<file path="config.mk">
export PLATFORM = sky130hd
export DESIGN_NAME = iiitb_cps_gate_arbiter
export DESIGN_NICKNAME = d
export VERILOG_FILES = /design/src/rtl/iiitb_cps_pkg.sv /design/src/rtl/iiitb_cps_timer.sv /design/src/rtl/iiitb_cps_gate_arbiter.sv
export SDC_FILE = /design/constraint.sdc
export NUM_CORES = 1
export LEC_CHECK = 0
export BUFFER_PORTS_ARGS = -buffer_cell sky130_fd_sc_hd__buf_4
export CAP_MARGIN = 20
export CORE_MARGIN = 2
export CORE_UTILIZATION = 45
export DETAILED_ROUTE_END_ITERATION = 16
export PLACE_DENSITY = 0.67
export RECOVER_POWER = 25
export SLEW_MARGIN = 20
export SYNTH_ARGS = -nofsm -noshare
export SYNTH_HDL_FRONTEND = slang
export SYNTH_HIERARCHICAL = 1
export SYNTH_SLANG_ARGS = --single-unit
export TNS_END_PERCENT = 10
</file>
<file path="constraint.sdc">
create_clock -name clk -period 4.64 [get_ports clk]
set_clock_uncertainty 0.05 [all_clocks]
set_input_delay 0.696 -clock clk [delete_from_list [all_inputs] [get_ports clk]]
set_output_delay 0.696 -clock clk [all_outputs]
set_load 0.01 [all_outputs]
</file>
<file path="src/rtl/iiitb_cps_pkg.sv">
// Shared definitions for the parking-gate arbiter.
//   state_e           : controller states; the encoding is the value driven on
//                       the indicator output.
//   DEFAULT_CAPACITY  : default lot capacity.
//   DEFAULT_PASS_CODE : default accepted entry password.
//   timer_width()     : width needed to hold the largest timer reload value.
package iiitb_cps_pkg;

  typedef enum logic [2:0] {
    S_IDLE       = 3'd0,
    S_WAIT_PASS  = 3'd1,
    S_WRONG      = 3'd2,
    S_ENTRY_OPEN = 3'd3,
    S_EXIT_OPEN  = 3'd4,
    S_LOCKED     = 3'd5
  } state_e;

  localparam int          DEFAULT_CAPACITY  = 8;
  localparam logic [3:0]  DEFAULT_PASS_CODE = 4'b1011;

  // The timer is reloaded with (duration - 1), so it only has to hold
  // max(duration) - 1.
  function automatic int timer_width(input int a, input int b, input int c);
    int m;
    int w;
    m = a;
    if (b > m) m = b;
    if (c > m) m = c;
    w = $clog2(m);
    return (w < 1) ? 1 : w;
  endfunction

endpackage

</file>
<file path="src/rtl/iiitb_cps_timer.sv">
// Loadable down-counter shared by the gate window, password timeout and
// lockout.
//   clk        : clock, rising edge
//   reset      : synchronous active-high reset, clears the count
//   i_load     : load i_load_val this edge (wins over counting)
//   i_load_val : reload value (duration - 1)
//   o_done     : count has reached zero (final cycle of the interval)
module iiitb_cps_timer #(
  parameter int W = 8
) (
  input  logic         clk,
  input  logic         reset,
  input  logic         i_load,
  input  logic [W-1:0] i_load_val,
  output logic         o_done
);

  logic [W-1:0] r_count;

  always_ff @(posedge clk) begin
    if (reset) begin
      r_count <= '0;
    end else if (i_load) begin
      r_count <= i_load_val;
    end else if (r_count != '0) begin
      r_count <= r_count - 1'b1;
    end
  end

  assign o_done = (r_count == '0);

endmodule

</file>
<file path="src/rtl/iiitb_cps_gate_arbiter.sv">
// Controller for the shared barrier gate of the parking lot.
//   clk             : clock, rising edge
//   reset           : synchronous active-high reset
//   sensor_entrance : car waiting at entrance (level)
//   sensor_exit     : car waiting at exit (level)
//   password        : entry password, meaningful only with pass_valid
//   pass_valid      : one-cycle strobe qualifying password
//   gate_open       : gate actuator drive
//   GREEN_LED       : gate open for entry or exit
//   RED_LED         : awaiting password, wrong password, or locked
//   indicator       : current state code (state_e encoding)
//   countcar        : current occupancy, 0..CAPACITY
//   full            : countcar == CAPACITY
//   lockout         : controller is in the lockout state
// Handshake: there is no ready; password is consumed on any cycle where
// pass_valid is high while the controller is in WAIT_PASS and is ignored in
// every other state.
// All outputs decode registered state only (Moore).
module iiitb_cps_gate_arbiter
  import iiitb_cps_pkg::*;
#(
  parameter int         CAPACITY     = DEFAULT_CAPACITY,
  parameter logic [3:0] PASS_CODE    = DEFAULT_PASS_CODE,
  parameter int         MAX_TRIES    = 3,
  parameter int         GATE_CYCLES  = 8,
  parameter int         PASS_TIMEOUT = 32,
  parameter int         LOCK_CYCLES  = 16
) (
  input  logic       clk,
  input  logic       reset,
  input  logic       sensor_entrance,
  input  logic       sensor_exit,
  input  logic [3:0] password,
  input  logic       pass_valid,
  output logic       gate_open,
  output logic       GREEN_LED,
  output logic       RED_LED,
  output logic [2:0] indicator,
  output logic [3:0] countcar,
  output logic       full,
  output logic       lockout
);

  localparam int         TW        = timer_width(GATE_CYCLES, PASS_TIMEOUT, LOCK_CYCLES);
  localparam logic [3:0] CAP       = 4'(CAPACITY);
  localparam logic [2:0] TRIES_MAX = 3'(MAX_TRIES);

  state_e        r_state;
  state_e        w_next;
  logic [3:0]    r_count;
  logic [3:0]    w_count_next;
  logic [2:0]    r_tries;
  logic [2:0]    w_tries_next;
  logic          w_full;
  logic          w_done;
  logic          w_load;
  logic [TW-1:0] w_load_val;

  assign w_full = (r_count == CAP);

  // Next state, occupancy and retry counter.
  always_comb begin
    w_next       = r_state;
    w_count_next = r_count;
    w_tries_next = r_tries;
    case (r_state)
      S_IDLE: begin
        // Exit first: it frees a space.
        if (sensor_exit && (r_count != 4'd0)) begin
          w_next = S_EXIT_OPEN;
        end else if (sensor_entrance && !w_full) begin
          w_next = S_WAIT_PASS;
        end
      end
      S_WAIT_PASS: begin
        // A strobe in the timeout cycle still counts.
        if (pass_valid) begin
          if (password == PASS_CODE) begin
            w_next       = S_ENTRY_OPEN;
            w_tries_next = 3'd0;
          end else begin
            w_tries_next = r_tries + 3'd1;
            w_next       = ((r_tries + 3'd1) == TRIES_MAX) ? S_LOCKED : S_WRONG;
          end
        end else if (w_done) begin
          w_next       = S_IDLE;
          w_tries_next = 3'd0;
        end
      end
      S_WRONG: begin
        w_next = S_WAIT_PASS;
      end
      S_ENTRY_OPEN: begin
        if (w_done) begin
          w_next = S_IDLE;
          if (r_count != CAP) w_count_next = r_count + 4'd1;
        end
      end
      S_EXIT_OPEN: begin
        if (w_done) begin
          w_next = S_IDLE;
          if (r_count != 4'd0) w_count_next = r_count - 4'd1;
        end
      end
      S_LOCKED: begin
        if (w_done) begin
          w_next       = S_IDLE;
          w_tries_next = 3'd0;
        end
      end
      default: begin
        w_next = S_IDLE;
      end
    endcase
  end

  // The timer restarts on every state change with the length of the state
  // being entered; WRONG -> WAIT_PASS therefore gives a fresh timeout.
  always_comb begin
    w_load     = (w_next != r_state);
    w_load_val = '0;
    case (w_next)
      S_WAIT_PASS:              w_load_val = TW'(PASS_TIMEOUT - 1);
      S_ENTRY_OPEN, S_EXIT_OPEN: w_load_val = TW'(GATE_CYCLES - 1);
      S_LOCKED:                 w_load_val = TW'(LOCK_CYCLES - 1);
      default:                  w_load_val = '0;
    endcase
  end

  always_ff @(posedge clk) begin
    if (reset) begin
      r_state <= S_IDLE;
      r_count <= 4'd0;
      r_tries <= 3'd0;
    end else begin
      r_state <= w_next;
      r_count <= w_count_next;
      r_tries <= w_tries_next;
    end
  end

  iiitb_cps_timer #(.W(TW)) u_timer (
    .clk        (clk),
    .reset      (reset),
    .i_load     (w_load),
    .i_load_val (w_load_val),
    .o_done     (w_done)
  );

  assign indicator = r_state;
  assign gate_open = (r_state == S_ENTRY_OPEN) || (r_state == S_EXIT_OPEN);
  assign GREEN_LED = gate_open;
  assign RED_LED   = (r_state == S_WAIT_PASS) || (r_state == S_WRONG) ||
                     (r_state == S_LOCKED);
  assign lockout   = (r_state == S_LOCKED);
  assign countcar  = r_count;
  assign full      = w_full;

endmodule
</file>
After elaboration in Yosys (flattened, before gate mapping)
Index checks and enable logic that the tools add are counted.
{"block": "classes", "n_addsub": 4, "mul": 0, "div_mod_pow": 0, "magnitude_cmp": 0, "eq_ne": 18, "shifts": 0, "mux": 19, "n_bitwise": 0, "reduce_logical": 16}
{"cell": "$mux W3", "count": 9}
{"cell": "$mux W4", "count": 4}
{"cell": "$pmux W5 S3", "count": 1}
{"cell": "$eq A3 B2 Y1 const B", "count": 4}
{"cell": "$eq A3 B3 Y1 const B", "count": 4}
{"cell": "$pmux W3 S4", "count": 1}
{"cell": "$mux W5", "count": 2}
{"cell": "$eq A4 B4 Y1 const B", "count": 2}
{"cell": "$pmux W4 S2", "count": 1}
{"cell": "$eq A3 B1 Y1 const B", "count": 2}
{"cell": "$pmux W3 S2", "count": 1}
{"cell": "$reduce_bool A2 Y1", "count": 3}
{"cell": "$logic_not A5 Y1", "count": 1}
{"cell": "$reduce_and A5 Y1", "count": 1}
{"cell": "$reduce_bool A5 Y1", "count": 1}
{"cell": "$sub A5 B1 Y5 const B", "count": 1}
{"cell": "$add A4 B1 Y4 const B", "count": 1}
{"cell": "$ne A2 B1 Y1 const B", "count": 2}
{"cell": "$ne A2 B2 Y1 const B", "count": 2}
{"cell": "$ne A4 B4 Y1 const B", "count": 1}
{"cell": "$reduce_bool A4 Y1", "count": 1}
{"cell": "$sub A4 B1 Y4 const B", "count": 1}
{"cell": "$add A3 B1 Y3 const B", "count": 1}
{"cell": "$logic_not A3 Y1", "count": 1}
{"cell": "6 further kinds", "count": 9}
{"block": "word_totals", "ff_bits": 15, "latchBits": 0, "mem_bits_rw": 0, "mem_bits_ro": 0, "inputBits": 9, "output_inout_bits": 12, "memories": 0}

Logic depth before layout (Yosys ltp)
{"block": "depth", "word_depth": 10, "mapped_depth": 12}

Modules after synthesis
The synthesis kept the hierarchy.
{"module": "iiitb_cps_gate_arbiter", "instances": 1, "cells_per_inst": 97, "area_per_inst_um2": 794.5}
{"module": "iiitb_cps_timer", "instances": 1, "cells_per_inst": 32, "area_per_inst_um2": 287.8}

Worst setup path before layout
OpenSTA, ideal clock, no wires.
{"block": "synth_timing", "path_type": "register -> register", "from": "reg u_timer.r_count[0]", "to": "reg u_timer.r_count[1]", "setup_time_ns": 0.122, "t_arrival_ns": 2.471, "path_slack_ns": 1.997, "path_stages_with_launch": 13, "period_less_slack_ns": 2.643, "path_cell_list": "dfxtp_1 -> inv_1 -> ha_1 -> nor4b_4 -> buf_2 -> inv_1 -> a32oi_1 -> o211a_1 -> xor2_1 -> o211ai_1 -> inv_1 -> and4_2 -> a311o_1"}
{"item": "from (decl)", "line_no": "iiitb_cps_timer.sv:18", "text": "logic [W-1:0] r_count;"}
{"item": "from (signal assigned)", "line_no": "iiitb_cps_timer.sv:24", "text": "r_count <= i_load_val;"}
{"item": "from (signal assigned)", "line_no": "iiitb_cps_timer.sv:26", "text": "r_count <= r_count - 1'b1;"}
{"item": "$logic_not A5 Y1 *", "line_no": "iiitb_cps_timer.sv:30", "text": "assign o_done = (r_count == '0);"}
{"item": "named net w_done", "line_no": "iiitb_cps_gate_arbiter.sv:55", "text": "logic w_done;"}
{"item": "$mux W3 *"}
{"item": "$mux W3", "line_no": "iiitb_cps_gate_arbiter.sv:77", "text": "if (pass_valid) begin"}
{"item": "$pmux W3 S4 *", "line_no": "iiitb_cps_gate_arbiter.sv:66", "text": "case (r_state)"}
{"item": "$ne A3 B3 Y1 *", "line_no": "iiitb_cps_gate_arbiter.sv:120", "text": "w_load = (w_next != r_state);"}
{"item": "named net w_load", "line_no": "iiitb_cps_gate_arbiter.sv:56", "text": "logic w_load;"}
{"item": "$mux W5 or $reduce_bool A2 Y1 (tied branches)"}
The timed path passes the listed nets; every way through them passes the cells marked *. The select of a mux whose other input is x is not followed.
A chain may end at the register's enable or synchronous reset.

Worst setup path after layout
Same ends and word-level chain as after synthesis.

==> results_dict.tcl <==
set metrics [dict create \
    outcome "finished, final reports clean" \
    synth_cell_types 49 \
    multi_input_comb_area_um2 683 \
    floorplan.core_area_mm2 0.00223 \
    cp.arrival_ns 3.14 \
    dpl.hpwl_um 1740 \
    critical_path.startpoint_type "flip-flop" \
    synthCells 129 \
    antenna_cells_inserted 0 \
    synth.top_cells.by_count "15 x dfxtp_1, 15 x nor2_1, 13 x inv_1" \
    syn2layout_area_growth_pct 12.8 \
    horizontal_extent_of_the_die_um 53.0 \
    grtUsageTotal 0.183 \
    yosys.area.top_type "dfxtp_1" \
    layout.cells.non_filler 174 \
    worstMarginPinSlew_ns 0.730 \
    setup-violations-final 0 \
    die_height_um 53.0 \
    cts-buffers-inserted 3 \
    top_level_ports 21 \
    worst_slew_margin_relative_to_its_limit 0.511 \
    floorplan.initialDensity 0.485 \
    synth_largest_type_area_fraction 0.277 \
    post_cts_resize_count 0 \
    finalWorstPathRequiredPeriod_ns 3.01 \
    timing.critical_path.cells "inv_1 -> ha_1 -> nor4b_4 -> inv_1 -> a32oi_1 -> o211a_1 -> xor2_1 -> o211ai_1 -> inv_1 -> and4_2 -> a311o_1" \
    clock_tree.root_cell "clkbuf_4" \
    ys_dominant_reg_cell "dfxtp_1" \
    final_min_period_over_clock_period 0.649 \
    max_freq_ghz 0.332 \
    detailedRoute.firstIterationViolations 21 \
    clk_pin_slew_ns 0.09 \
    clock_latency_ns 0.29 \
    grt.overflow.total 0 \
    synth_edf_count 0 \
    p_total_mw 0.443 \
    placed_cells_incl_taps 170 \
    floorplan.die_area_mm2 0.00281 \
    hold_path_class "reg -> reg" \
    maxSlewViolCount 0 \
    timing.max_cap.violations 0 \
    rows 17 \
    power_per_cell_area_mw_per_mm2 363 \
    largest_fanout_on_the_critical_path 13 \
    detailroute.via_count 961 \
    fill_cells 224 \
    synth-seq-cells 15 \
    synth.top_cells.by_area "dfxtp_1 28%, ha_1 5.8%, nor2_1 5.2%, inv_1 4.5%, a21oi_1 4.2%" \
    dr.pass1.iters 4 \
    tns_ns 0 \
    max_stage_delay_ns 0.63 \
    asyncSetResetFlopFracSynth 0 \
    detail-route-antenna-nets 0 \
    first_global_vias 867 \
    hold_viol_final 0 \
    seq_area_um2 300 \
    rsz0062_at_grt "false" \
    routed_via_density 5.52 \
    routabilityCongestion 0.794 \
    setup_ws_ns 1.63 \
    place.port_buffers 20 \
    drive_above_1_share 0.164 \
    cts-htree-levels 1 \
    grt_first_pass_wirelength_um 3720 \
    drcViolationCount 0 \
    cp_common_cell "inv_1" \
    cts.repair_timing.setup_buffer_count 0 \
    nets_finish 162 \
    cts.sinks 15 \
    power.static_leakage_nw 0.536 \
    critical_path.slowest_cell "nor4b_4" \
    pre_cts_slack_ns 1.65 \
    drt_wl_total_um 2240 \
    crit_path_end_kind "flip-flop" \
    grt_start_max_net_pins 17 \
    area_of_the_mapped_netlist_mm2 0.00108 \
    critical_path_class "reg -> reg" \
    syn_avg_cell_area_um2 8.39 \
    ctsLongestPathBuffers 2 \
    routed_wire_length_per_instance_um 12.9 \
    antenna_found_initial 0 \
    yosysWarningCount 6 \
    cts_tree "done" \
    critical_path_required_ns 4.77 \
    syn-num-nets 144 \
    hold_slack_ns 0.464 \
    seq_area_frac_synth 0.277 \
    cts_hold_repair.buffers 0 \
    vdd_drop_max_uv 241 \
]
==> worst paths after layout <==
kind                                                       from                               to  slack, ns  cells past startpoint
worst min register to register          r_tries[2]$_SDFFE_PP0P_          r_tries[2]$_SDFFE_PP0P_       0.46                      2
worst max-delay path            u_timer/r_count[0]$_SDFFE_PP0P_  u_timer/r_count[1]$_SDFFE_PP0P_       1.63                     11
worst min-delay path                    r_tries[2]$_SDFFE_PP0P_          r_tries[2]$_SDFFE_PP0P_       0.46                      2
worst max register to register  u_timer/r_count[0]$_SDFFE_PP0P_  u_timer/r_count[1]$_SDFFE_PP0P_       1.63                     11
==> kinds of logic after synthesis <==
kind of cell | Yosys count | synth area share
flip-flops | 15 | 0.277
AO/OA/AOI/OAI | 30 | 0.200
AND/OR/NAND/NOR | 51 | 0.297
buffers and inverters | 20 | 0.0913
XOR/XNOR | 6 | 0.0486
multiplexers | 1 | 0.00925
adder cells (fa/ha/maj) | 6 | 0.0763
==> placed cells by master, fill, tap and decap left out, types with 2 or more instances in the layout <==
cell / Yosys / layout
nor2_1: 15 / 15
dfxtp_1: 15 / 15
buf_4: 2 / 14
inv_1: 13 / 13
a21oi_1: 9 / 9
nand2_1: 8 / 8
clkbuf_1: 1 / 7
xnor2_1: 5 / 5
ha_1: 5 / 5
o21ai_0: 3 / 3
nor2b_1: 3 / 3
clkbuf_4: 0 / 3
or3b_1: 2 / 2
nor3b_1: 2 / 2
nand4b_1: 2 / 2
nand3_1: 2 / 2
nor4_1: 2 / 2
nor3_1: 2 / 2
a22oi_1: 2 / 2
o211ai_1: 2 / 2
a21o_1: 2 / 2
or3_1: 2 / 2
a311oi_1: 2 / 2
==> layer usage <==
metal,vias up,wire length [um],global-route usage,part of all wire
li1,492,-,-,-
met1,442,1040,0.206,0.46
met2,25,1070,0.327,0.48
met3,2,112,0.0593,0.050
met4,0,17,0.0513,0.0076
met5,-,0,0,0
==> flip-flops by register name, summed over array words and instances (netlist names) <==
name,count
u_timer/r_count,5
indicator,3
r_tries,3
countcar,4
==> power breakdown <==
| group | leakage [nW] | switching (mW) | total, mW | internal [mW] |
|---|---|---|---|---|
| clock network | 0.0150 | 0.0423 | 0.0757 | 0.0334 |
| logic | 0.399 | 0.108 | 0.192 | 0.0837 |
| registers | 0.122 | 0.0256 | 0.175 | 0.150 |
==> area by class of cell <==
type	count	area share
multi-input cells	94	0.559
flip-flops and latches	15	0.246
repair buffers	20	0.105
inverters	13	0.0400
well taps	28	0.0287
clock buffers	4	0.0215
==> worst max-delay path: cells and delay by family, from the launching register on <==
family	cells	cell delay (ns)
simple gates	2	0.88
compound gates	4	0.96
buf+inv	3	0.40
fa+ha+maj	1	0.20
flops	1	0.33
xor+xnor	1	0.09
==> stage by stage <==
| step | cell area, um^2 | util |
|---|---|---|
| global placement | 1220 | 0.545 |
| detailed placement | 1220 | 0.545 |
| CTS | 1240 | 0.557 |
| floorplan | 1080 | - |
| global route | 1220 | 0.547 |
| finish | 1220 | 0.547 |
(Power assumes the default switching activity.)
